--- src/rtl/tetris_move_sched_pkg.sv ---
// Shared constants, state encoding and position type for the active-piece sequencer.
package tetris_move_sched_pkg;

    localparam int BOARD_W = 10;
    localparam int BOARD_H = 20;
    localparam int X_W     = 4;
    localparam int Y_W     = 5;
    localparam int TYPE_W  = 2;

    localparam logic [X_W-1:0] SPAWN_X = X_W'(4);
    localparam logic [Y_W-1:0] SPAWN_Y = Y_W'(0);

    // Bit positions of the pending-move vector; lower index wins arbitration.
    localparam int IDX_DOWN  = 0;
    localparam int IDX_ROT   = 1;
    localparam int IDX_LEFT  = 2;
    localparam int IDX_RIGHT = 3;

    typedef enum logic [2:0] {
        ST_SPAWN,
        ST_SCHK,
        ST_IDLE,
        ST_MCHK,
        ST_LOCK,
        ST_OVER
    } state_t;

    typedef struct packed {
        logic [X_W-1:0] x;
        logic [Y_W-1:0] y;
        logic [1:0]     rot;
    } pos_t;

    localparam pos_t SPAWN_POS = '{x: SPAWN_X, y: SPAWN_Y, rot: 2'd0};

endpackage

--- src/rtl/tetris_move_sched_if.sv ---
// Spawn, collision-check and lock handshakes between the sequencer and the board side.
interface tetris_move_sched_if;
    import tetris_move_sched_pkg::*;

    logic              spawn_take;
    logic [TYPE_W-1:0] next_type;
    logic              chk_req;
    logic [X_W-1:0]    chk_x;
    logic [Y_W-1:0]    chk_y;
    logic [1:0]        chk_rot;
    logic [TYPE_W-1:0] chk_type;
    logic              chk_ack;
    logic              chk_hit;
    logic              lock_req;
    logic              lock_done;

    modport master (
        output spawn_take, chk_req, chk_x, chk_y, chk_rot, chk_type, lock_req,
        input  next_type, chk_ack, chk_hit, lock_done
    );

    modport slave (
        input  spawn_take, chk_req, chk_x, chk_y, chk_rot, chk_type, lock_req,
        output next_type, chk_ack, chk_hit, lock_done
    );

endinterface

--- src/rtl/tetris_move_arb.sv ---
// Sticky move-pending bits, fixed-priority grant and candidate position with bounds pre-check.
module tetris_move_arb
    import tetris_move_sched_pkg::*;
(
    input  logic clk,
    input  logic rst_n,
    input  logic mv_rotate,
    input  logic mv_left,
    input  logic mv_right,
    input  logic down_in,
    input  logic sw_pause,
    input  logic grant_en,
    input  logic clr_all,
    input  pos_t cur,
    output logic gnt,
    output logic gnt_down,
    output logic gnt_reject,
    output pos_t cand
);

    logic [3:0] pend_q;
    logic [3:0] win;

    // Pick one pending move (down > rotate > left > right) and form its candidate.
    always_comb begin
        win        = '0;
        gnt_down   = 1'b0;
        gnt_reject = 1'b0;
        cand       = cur;
        if (grant_en) begin
            if (pend_q[IDX_DOWN]) begin
                win[IDX_DOWN] = 1'b1;
                gnt_down      = 1'b1;
                gnt_reject    = (cur.y == Y_W'(BOARD_H - 1));
                cand.y        = cur.y + Y_W'(1);
            end else if (pend_q[IDX_ROT]) begin
                win[IDX_ROT] = 1'b1;
                cand.rot     = cur.rot + 2'd1;
            end else if (pend_q[IDX_LEFT]) begin
                win[IDX_LEFT] = 1'b1;
                gnt_reject    = (cur.x == '0);
                cand.x        = cur.x - X_W'(1);
            end else if (pend_q[IDX_RIGHT]) begin
                win[IDX_RIGHT] = 1'b1;
                gnt_reject     = (cur.x == X_W'(BOARD_W - 1));
                cand.x         = cur.x + X_W'(1);
            end
        end
        gnt = |win;
    end

    // Winner clears before new pulses are OR-ed in, so a same-cycle pulse survives.
    always_ff @(posedge clk or negedge rst_n) begin
        if (!rst_n) begin
            pend_q <= '0;
        end else if (sw_pause || clr_all) begin
            pend_q <= '0;
        end else begin
            pend_q <= (pend_q & ~win) | {mv_right, mv_left, mv_rotate, down_in};
        end
    end

endmodule

--- src/rtl/tetris_move_sched.sv ---
// Active-piece sequencer: spawn, move arbitration, collision handshake, lock and game over.
module tetris_move_sched
    import tetris_move_sched_pkg::*;
(
    input  logic                board_clk,
    input  logic                btn_rst,
    input  logic                mv_rotate,
    input  logic                mv_left,
    input  logic                mv_right,
    input  logic                mv_down,
    input  logic                grav_tick,
    input  logic                sw_drop,
    input  logic                sw_pause,
    tetris_move_sched_if.master bus,
    output logic [X_W-1:0]      cur_x,
    output logic [Y_W-1:0]      cur_y,
    output logic [1:0]          cur_rot,
    output logic [TYPE_W-1:0]   cur_type,
    output logic                game_over
);

    state_t            state_q, state_d;
    pos_t              cur_q, cand_q, arb_cand;
    logic [TYPE_W-1:0] type_q;
    logic              cand_down_q, take_q;
    logic              gnt, gnt_down, gnt_reject;
    logic              grant_en, clr_all, load_spawn, launch, commit, ack_ok;

    assign grant_en = (state_q == ST_IDLE) && !sw_pause;
    assign ack_ok   = bus.chk_req && bus.chk_ack;

    tetris_move_arb u_arb (
        .clk        (board_clk),
        .rst_n      (btn_rst),
        .mv_rotate  (mv_rotate),
        .mv_left    (mv_left),
        .mv_right   (mv_right),
        .down_in    (mv_down | grav_tick | sw_drop),
        .sw_pause   (sw_pause),
        .grant_en   (grant_en),
        .clr_all    (clr_all),
        .cur        (cur_q),
        .gnt        (gnt),
        .gnt_down   (gnt_down),
        .gnt_reject (gnt_reject),
        .cand       (arb_cand)
    );

    // State register.
    always_ff @(posedge board_clk or negedge btn_rst) begin
        if (!btn_rst) state_q <= ST_SPAWN;
        else          state_q <= state_d;
    end

    // Next-state and datapath strobes.
    always_comb begin
        state_d    = state_q;
        clr_all    = 1'b0;
        load_spawn = 1'b0;
        launch     = 1'b0;
        commit     = 1'b0;
        case (state_q)
            ST_SPAWN: begin
                load_spawn = 1'b1;
                state_d    = ST_SCHK;
            end
            ST_SCHK: if (ack_ok) state_d = bus.chk_hit ? ST_OVER : ST_IDLE;
            ST_IDLE: begin
                if (gnt && !gnt_reject) begin
                    launch  = 1'b1;
                    state_d = ST_MCHK;
                end else if (gnt && gnt_down) begin
                    clr_all = 1'b1;
                    state_d = ST_LOCK;
                end
            end
            ST_MCHK: begin
                if (ack_ok) begin
                    if (!bus.chk_hit) begin
                        commit  = 1'b1;
                        state_d = ST_IDLE;
                    end else if (cand_down_q) begin
                        clr_all = 1'b1;
                        state_d = ST_LOCK;
                    end else begin
                        state_d = ST_IDLE;
                    end
                end
            end
            ST_LOCK: if (bus.lock_done) state_d = ST_SPAWN;
            ST_OVER: clr_all = 1'b1;
            default: state_d = ST_SPAWN;
        endcase
    end

    // Position, candidate and type registers; spawn_take is the registered SPAWN visit.
    always_ff @(posedge board_clk or negedge btn_rst) begin
        if (!btn_rst) begin
            cur_q       <= SPAWN_POS;
            cand_q      <= SPAWN_POS;
            type_q      <= '0;
            cand_down_q <= 1'b0;
            take_q      <= 1'b0;
        end else begin
            take_q <= load_spawn;
            if (load_spawn) begin
                cur_q  <= SPAWN_POS;
                cand_q <= SPAWN_POS;
                type_q <= bus.next_type;
            end
            if (launch) begin
                cand_q      <= arb_cand;
                cand_down_q <= gnt_down;
            end
            if (commit) cur_q <= cand_q;
        end
    end

    // Handshake levels follow the state directly.
    always_comb begin
        bus.chk_req  = (state_q == ST_SCHK) || (state_q == ST_MCHK);
        bus.lock_req = (state_q == ST_LOCK);
        game_over    = (state_q == ST_OVER);
    end

    assign bus.spawn_take = take_q;
    assign bus.chk_x      = cand_q.x;
    assign bus.chk_y      = cand_q.y;
    assign bus.chk_rot    = cand_q.rot;
    assign bus.chk_type   = type_q;
    assign cur_x          = cur_q.x;
    assign cur_y          = cur_q.y;
    assign cur_rot        = cur_q.rot;
    assign cur_type       = type_q;

endmodule
--- src/flat_wrapper.sv ---
// flat-port wrapper written by rule: the top's interface ports become plain ports
module tetris_move_sched_flat import tetris_move_sched_pkg::*;
  (board_clk, btn_rst, mv_rotate, mv_left, mv_right, mv_down, grav_tick, sw_drop, sw_pause, cur_x, cur_y, cur_rot, cur_type, game_over, bus_spawn_take, bus_chk_req, bus_chk_x, bus_chk_y, bus_chk_rot, bus_chk_type, bus_lock_req, bus_next_type, bus_chk_ack, bus_chk_hit, bus_lock_done);
  tetris_move_sched_if bus_i ();
  input  logic board_clk;
  input  logic btn_rst;
  input  logic mv_rotate;
  input  logic mv_left;
  input  logic mv_right;
  input  logic mv_down;
  input  logic grav_tick;
  input  logic sw_drop;
  input  logic sw_pause;
  output logic [X_W-1:0] cur_x;
  output logic [Y_W-1:0] cur_y;
  output logic [1:0] cur_rot;
  output logic [TYPE_W-1:0] cur_type;
  output logic game_over;
  output wire logic [$bits(bus_i.spawn_take)-1:0] bus_spawn_take;
  output wire logic [$bits(bus_i.chk_req)-1:0] bus_chk_req;
  output wire logic [$bits(bus_i.chk_x)-1:0] bus_chk_x;
  output wire logic [$bits(bus_i.chk_y)-1:0] bus_chk_y;
  output wire logic [$bits(bus_i.chk_rot)-1:0] bus_chk_rot;
  output wire logic [$bits(bus_i.chk_type)-1:0] bus_chk_type;
  output wire logic [$bits(bus_i.lock_req)-1:0] bus_lock_req;
  input wire logic [$bits(bus_i.next_type)-1:0] bus_next_type;
  input wire logic [$bits(bus_i.chk_ack)-1:0] bus_chk_ack;
  input wire logic [$bits(bus_i.chk_hit)-1:0] bus_chk_hit;
  input wire logic [$bits(bus_i.lock_done)-1:0] bus_lock_done;
  assign bus_spawn_take = bus_i.spawn_take;
  assign bus_chk_req = bus_i.chk_req;
  assign bus_chk_x = bus_i.chk_x;
  assign bus_chk_y = bus_i.chk_y;
  assign bus_chk_rot = bus_i.chk_rot;
  assign bus_chk_type = bus_i.chk_type;
  assign bus_lock_req = bus_i.lock_req;
  assign bus_i.next_type = bus_next_type;
  assign bus_i.chk_ack = bus_chk_ack;
  assign bus_i.chk_hit = bus_chk_hit;
  assign bus_i.lock_done = bus_lock_done;
  tetris_move_sched u_core (.board_clk(board_clk), .btn_rst(btn_rst), .mv_rotate(mv_rotate), .mv_left(mv_left), .mv_right(mv_right), .mv_down(mv_down), .grav_tick(grav_tick), .sw_drop(sw_drop), .sw_pause(sw_pause), .bus(bus_i), .cur_x(cur_x), .cur_y(cur_y), .cur_rot(cur_rot), .cur_type(cur_type), .game_over(game_over));
endmodule
--- config.mk ---
export PLATFORM = sky130hd
export DESIGN_NAME = tetris_move_sched_flat
export DESIGN_NICKNAME = d
export VERILOG_FILES = /design/src/rtl/tetris_move_sched_pkg.sv /design/src/rtl/tetris_move_sched_if.sv /design/src/rtl/tetris_move_arb.sv /design/src/rtl/tetris_move_sched.sv /design/src/flat_wrapper.sv
export SDC_FILE = /design/constraint.sdc
export NUM_CORES = 1
export LEC_CHECK = 0
export CORE_MARGIN = 5
export CORE_UTILIZATION = 53
export CTS_CLUSTER_DIAMETER = 150
export DETAILED_ROUTE_END_ITERATION = 16
export PLACE_DENSITY_LB_ADDON = 0.12
export SKIP_LAST_GASP = 1
export SYNTH_ARGS = -nofsm -noshare
export SYNTH_HDL_FRONTEND = slang
export SYNTH_SLANG_ARGS = --single-unit
--- constraint.sdc ---
create_clock -name board_clk -period 4.4 [get_ports board_clk]
set_input_delay 0.44 -clock board_clk [delete_from_list [all_inputs] [get_ports board_clk]]
set_output_delay 0.44 -clock board_clk [all_outputs]
set_load 0.01 [all_outputs]
==> results of run 1 <==
## power by group
part | internal (uW) | switching [uW]
Combinational | 159 | 187
Sequential | 353 | 70.1
Clock | 60.9 | 99.9
## final cells by class
cell class,instances,area (um^2)
inverters,8,30.0
multi-input cells,143,926
well taps,46,57.6
clock buffers,6,41.3
flip-flops and latches,33,828
clock inverters,2,10.0
fillers,287,1030
repair buffers,44,438
## state kept, by name, summed over array words and instances, names as in the netlist
signal,flops
u_core.bus.chk_y,5
u_core.cur_y,5
u_core.bus.chk_x,4
u_core.cur_x,4
u_core.u_arb.pend_q,4
u_core.state_q,3
u_core.bus.chk_rot,2
u_core.bus.chk_type,2
u_core.cur_rot,2
u_core.bus.spawn_take,1
u_core.cand_down_q,1
## cells by family (layout without fill, tap and decap cells)
group / Yosys count / after routing
AND/OR/NAND/NOR: 79 / 79
multiplexers: 2 / 2
AO/OA/AOI/OAI: 48 / 48
XOR/XNOR: 9 / 9
adder cells (fa/ha/maj): 5 / 5
flip-flops: 33 / 33
buffers and inverters: 20 / 60
## critical path, cell delays in order (launching register included)
cell      delay (ns)
dfrtp_1         0.48
inv_1           0.14
ha_1            0.17
and4bb_1        0.23
nor3_1          0.10
o31ai_4         0.92
a21oi_1         0.14
a21o_1          0.19
## final timing paths
kind / to / slack (ns) / cells past startpoint
max: u_core.state_q[0] / 1.94 / 7
min: u_core.cur_x[0] / 0.51 / 2
max reg2reg: u_core.state_q[0] / 1.94 / 7
min reg2reg: u_core.cur_x[2] / 0.51 / 2
max in group asynchronous: u_core.cur_x[2] / 3.55 / 2
min in group board_clk: u_core.cur_x[2] / 0.51 / 2
## through the flow
stage               power [uW]  instance area, um^2  hold slack, ns  setup WS, ns  util, %
floorplan                  644                 1850           0.144          2.62        -
global placement           760                 2280           0.479          2.00     67.8
detailed placement         774                 2280           0.495          1.94     67.8
CTS                        934                 2330           0.511          1.93     69.3
global route               989                 2330           0.538          1.72     69.3
finish                     930                 2330           0.507          1.94     69.3
## metal layers
metal	vias up	routed length, um
met3	6	210
met1	732	1900
li1	768	-
met5	-	0
met4	0	57
met2	43	2100
## cells in the final DEF, fill, tap and decap left out, types with 2 or more instances in the layout
cell	synthesis	final
inv_1	8	8
clkinv_2	0	2
nor3b_1	2	2
xnor2_1	4	4
clkbuf_4	0	5
dfrtp_1	31	31
nand2b_1	3	3
xor2_1	5	5
and2_1	2	2
dfstp_2	2	2
nand4_1	3	3
ha_1	5	5
o31ai_1	2	2
nand2_1	30	30
mux2i_1	2	2
nor2_1	14	14
a21oi_1	5	5
o21ai_2	11	11
and3_1	3	3
o21ai_0	16	16
nor3_1	3	2
nand3_1	10	10
clkdlybuf4s50_1	0	43
## cells in the mapped netlist (all sizes together)
library cell,n
mux2i,2
buf,8
a22oi,1
a31oi,2
or3,1
nor2,14
nand2,30
nor4b,2
a31o,1
a311oi,1
nand2b,3
nor2b,1
and3,3
a2111oi,1
o31ai,3
and2,2
a21o,1
xor2,5
o211ai,1
nand4,3
dfstp,2
nand3,11
nor4,1
a41oi,1
clkbuf,4
ha,5
xnor2,4
and4bb,2
o21a,1
or4b,1
dfrtp,31
a221o,1
inv,8
nor3,3
a22o,1
nor3b,2
a21oi,5
o21ai,28
==> metrics, run 1 <==
status=completed; CP Max Fanout=24; FF-to-FF Start=u_core.cur_x[0]; first-pass GRT wire length=7230 um; vias=1549; final setup fails=0; CTS buffer count=5; Post-Route Setup TNS=0 ns; part of the cycle the worst path needs=56.0%; # clock sinks=33; largest family of logic cells by synthesized area=simple AND/OR/NAND/NOR gates; Distinct cells, synth=47; Critical Path Source=u_core.cur_x[0]; Worst Skew=0.0118 ns; Startpoint Class=flip-flop; ANT nets after route=0; area share of fa/ha/maj cells after synthesis=3.39%; Post-CTS Setup Repair Bufs=0; mux contribution to synthesized area=about 1.1%; Max Freq=about 410 MHz; CTS tree=yes; vias in the first global route=1555; Yosys reg bits=33; register area share after synthesis=44.9%; layout cell share with drive strength beyond 1=12.3%; placement row count=21; Layout Cells excl Fill=approximately 280; Via density=5.49; DIE HEIGHT=slightly below 70 um; GRT met3 Usage=5.23%; die width=69.0 um; relative slew slack=18.9%; initial antenna violation count=0; Worst Max-Slew Pin Slew=1.21 ns; worst skew pair latency=between 0.3 and 0.4 ns; Initial DRC Count=around 110; clock slew at reported path FFs=0.10 ns; Ports=44; PostCTS Resize Cnt=0; largest area contributor in the netlist=dfrtp_1; met2 usage=31.4%; Max-cap violations=0; number of synthesis warnings=0; clk root buf=clkbuf_4; Pins Over Slew Limit=0; Leakage Power=0.000946 uW; # DRC=0; peak supply drop=approximately 230 uV; CORE AREA=about 3400 um^2; Avg Cell Area, Syn=9.42 um^2; Post-Synthesis Cell Area=1850 um^2; H-tree depth=2; unrepaired setup endpoints after global routing=no; power density over the cells=399 nW/um^2; GR Overflow Total=0; routability cong.=0.857; nets=254; min cycle time layout=2.46 ns; pin count of the biggest net entering global routing=34; worst hold path type=in -> async; DRT Pass-1 Iters=4; Post-Synth XOR/XNOR Area=4.27%; worst endpoint data arrival time=2.68 ns; compound-cell area share of the yosys netlist=a little under a fifth; Area Overhead vs Synth=26.3%; Syn Nets=215; placed cells=274; CTS max path bufs=2; Total Wirelength=4270 um; die area=4760 um^2; gr usage total=18.5%; CP Class=reg -> reg; WL/cell=15.1 um; Yosys top cell area share=42.0%; synthesized instance count=slightly below 200; Fin. Hold Viols=0; DP HPWL=between 3000 and 4000 um; Most Used Layer, Global Route=met2; Crit. End Element=flip-flop; Post-Synth Simple-Gate Area=22.0%; CP required=between 4 and 5 ns; synth top area cells=dfrtp_1 42%, nand2_1 6.1%, o21ai_2 5.2%; Post-CTS Hold Buffers=0; M1 GR Usage=22.4%; Buffers on Ports=43; n_diodes=0; starting density of the core=between 50 and 60%
Power figures use the tool's default switching activity.
==> run 2, diff against run 1 <==
--- a/config.mk
+++ b/config.mk
@@ -6,7 +6,7 @@
 export NUM_CORES = 1
 export LEC_CHECK = 0
 export CORE_MARGIN = 5
-export CORE_UTILIZATION = 53
+export CORE_UTILIZATION = 49
 export CTS_CLUSTER_DIAMETER = 150
 export DETAILED_ROUTE_END_ITERATION = 16
 export PLACE_DENSITY_LB_ADDON = 0.12
==> constraint.sdc (replaced) <==
create_clock -name board_clk -period 2.41 [get_ports board_clk]
set_input_delay 0.241 -clock board_clk [delete_from_list [all_inputs] [get_ports board_clk]]
set_output_delay 0.241 -clock board_clk [all_outputs]
set_load 0.01 [all_outputs]
==> run 2 against run 1 <==
Maximum frequency grew 18%. Non-clock buffer count is 6 higher. Worst hold slack worse by 0.15 ns. Via count rose by 0.26%. Critical path depth unchanged. Sequential power up 77%. Final cell count rose by 2.8%. Register-to-register slack worse by 1.6 ns. Core utilization fell by 2.8 points. Largest cell class unchanged. Largest power group unchanged.
==> metrics, run 2 (synthesis gave the netlist of run 1 again) <==
Area Overhead vs Synth=31.9% (was 26.3%); die width=71.4 um (was 69.0 um); worst endpoint data arrival time=2.27 ns (was 2.68 ns); clk root buf=clkbuf_8 (was clkbuf_4); Leakage Power=0.00100 uW (was 0.000946 uW); H-tree depth=2 (unchanged); sequential share of power=40.6% (was 45.5%); CP Class=reg -> reg (unchanged); clock slew at reported path FFs=0.06 ns (was 0.10 ns); WL/cell=14.5 um (was 15.1 um); layout cell share with drive strength beyond 1=14.5% (was 12.3%); part of the cycle the worst path needs=86.9% (was 56.0%); min cycle time layout=2.10 ns (was 2.46 ns); Fin. Hold Viols=0 (unchanged); Switch Pwr=675 uW (was 357 uW); GR Overflow Total=0 (unchanged); Initial DRC Count=80 (was 107); # clock sinks=33 (unchanged); crit-path cells=inv_1 -> ha_1 -> and4bb_1 -> nor3_1 -> o31ai_4 -> buf_12 -> a31o_2 (was inv_1 -> ha_1 -> and4bb_1 -> nor3_1 -> o31ai_4 -> a21oi_1 -> a21o_1); placement row count=22 (was 21); pin count of the biggest net entering global routing=34 (unchanged); Max-cap violations=0 (unchanged); Switching Fraction=36.5% (was 38.4%); nets=260 (was 254); Post-CTS Hold Buffers=0 (unchanged); Ports=44 (unchanged); Via density=5.36 (was 5.49); Gate power share=37.7% (was 37.2%); commonest cells after routing, fill and taps aside=43 x clkdlybuf4s50_1, 31 x dfrtp_1, 30 x nand2_1 (unchanged); die area=5090 um^2 (was 4760 um^2); Layout Utilization=66.5% (was 69.3%); first-pass GRT wire length=7290 um (was 7230 um); CTS buffer count=5 (unchanged); ANT nets after route=0 (unchanged); DP HPWL=3070 um (was 3160 um); vias=1553 (was 1549); clock power share=21.8% (was 17.3%); Crit. End Element=flip-flop (unchanged); Internal Power=1170 uW (was 572 uW); CP peak stage delay=0.48 ns (was 0.92 ns); CP required=2.59 ns (was 4.62 ns); DRT Pass-1 Iters=4 (unchanged); vias in the first global route=1528 (was 1555); fin worst setup slack=0.315 ns (was 1.94 ns); Worst Max-Slew Pin Slew=0.458 ns (was 1.21 ns); total power=1850 uW (was 930 uW); starting density of the core=50.4% (was 54.9%); Place WS=0.308 ns (was 1.94 ns); # DRC=0 (unchanged); worst hold path type=in -> async (unchanged); initial antenna violation count=0 (unchanged); DIE HEIGHT=71.4 um (was 69.0 um); status=completed (unchanged); most common cell after layout, fill and taps aside=clkdlybuf4s50_1 (unchanged); PostCTS Resize Cnt=0 (unchanged); routability cong.=0.819 (was 0.857); CORE AREA=3660 um^2 (was 3360 um^2); fillers=297 (was 287); Pins Over Slew Limit=0 (unchanged); CP max-delay cell=dfrtp_1 (was o31ai_4); n_diodes=0 (unchanged); gr usage total=18.2% (was 18.5%); Post-Route Setup TNS=0 ns (unchanged); CTS tree=yes (unchanged); Worst Skew=0.00759 ns (was 0.0118 ns); relative slew slack=69.2% (was 18.9%); power density over the cells=759 nW/um^2 (was 399 nW/um^2); worst skew pair latency=0.29 ns (was 0.33 ns); unrepaired setup endpoints after global routing=no (unchanged); Max Freq=477 MHz (was 406 MHz); peak supply drop=516 uV (was 227 uV); Post-CTS Setup Repair Bufs=0 (unchanged); Total Wirelength=4210 um (was 4270 um); Startpoint Class=flip-flop (unchanged); CTS max path bufs=2 (unchanged); Buffers on Ports=43 (unchanged); final setup fails=0 (unchanged); CP Max Fanout=11 (was 24)
## run 2: cell type report
cell class	count	area (um^2)	share of cell area, %
Clock inverter	2	10.0	0.411
Clock buffer	6	72.6	2.98
Inverter	8	30.0	1.23
Multi-Input combinational cell	143	926	38.0
Tap cell	48	60.1	2.47
Sequential cell	33	828	34.0
Timing Repair Buffer	50	508	20.9
## run 2: path summary, 6_finish.rpt
kind | startpoint | end | slack, ns | depth (start not counted)
max in group asynchronous | btn_rst | u_core.cur_x[2] | 1.72 | 2
hold reg to reg | u_core.bus.chk_type[0] | u_core.bus.chk_type[0] | 0.50 | 2
hold / removal | btn_rst | u_core.u_arb.pend_q[2] | 0.36 | 2
setup / recovery | u_core.cur_x[0] | u_core.bus.chk_x[1] | 0.31 | 7
setup reg to reg | u_core.cur_x[0] | u_core.bus.chk_x[1] | 0.31 | 7
min in group board_clk | bus_next_type[1] | u_core.bus.chk_type[1] | 0.49 | 3
## run 2: power by group through the flow
| stage | Combinational (uW) | Sequential (uW) | Clock (uW) |
|---|---|---|---|
| 6_report | 696 | 750 | 402 |
| 5_1_grt | 764 | 767 | 441 |
| 4_1_cts | 702 | 749 | 411 |
| 3_5_place_dp | 700 | 758 | 0 |
| 3_3_place_gp | 687 | 754 | 0 |
| 2_1_floorplan | 445 | 730 | 0 |
## run 2: through the flow
stage | cells | area (um^2) | hold slack, ns
4_1_cts | 290 | 2430 | 0.362
6_report | 290 | 2430 | 0.356
3_5_place_dp | 282 | 2350 | 0.487
2_1_floorplan | 196 | 1850 | -0.0546
3_3_place_gp | 282 | 2350 | 0.482
5_1_grt | 290 | 2430 | 0.394
## run 2: layer usage
metal  routed length, um  share of wire (%)  track usage, %  vias up
li1                    -                  -               -      776
met2                1990                 47            29.0       40
met5                   0                  0               0        -
met4                  72                1.7            6.26        0
met1                1930                 46            23.7      728
met3                 223                5.3            5.05        9
## run 2: worst max-delay path: cells and delay by family, from the launching register on
family	cells	cell delay, ns
AO/OA/AOI/OAI	2	0.39
adder cells (fa/ha/maj)	1	0.21
buffers and inverters	2	0.30
flip-flops	1	0.48
AND/OR/NAND/NOR	2	0.61
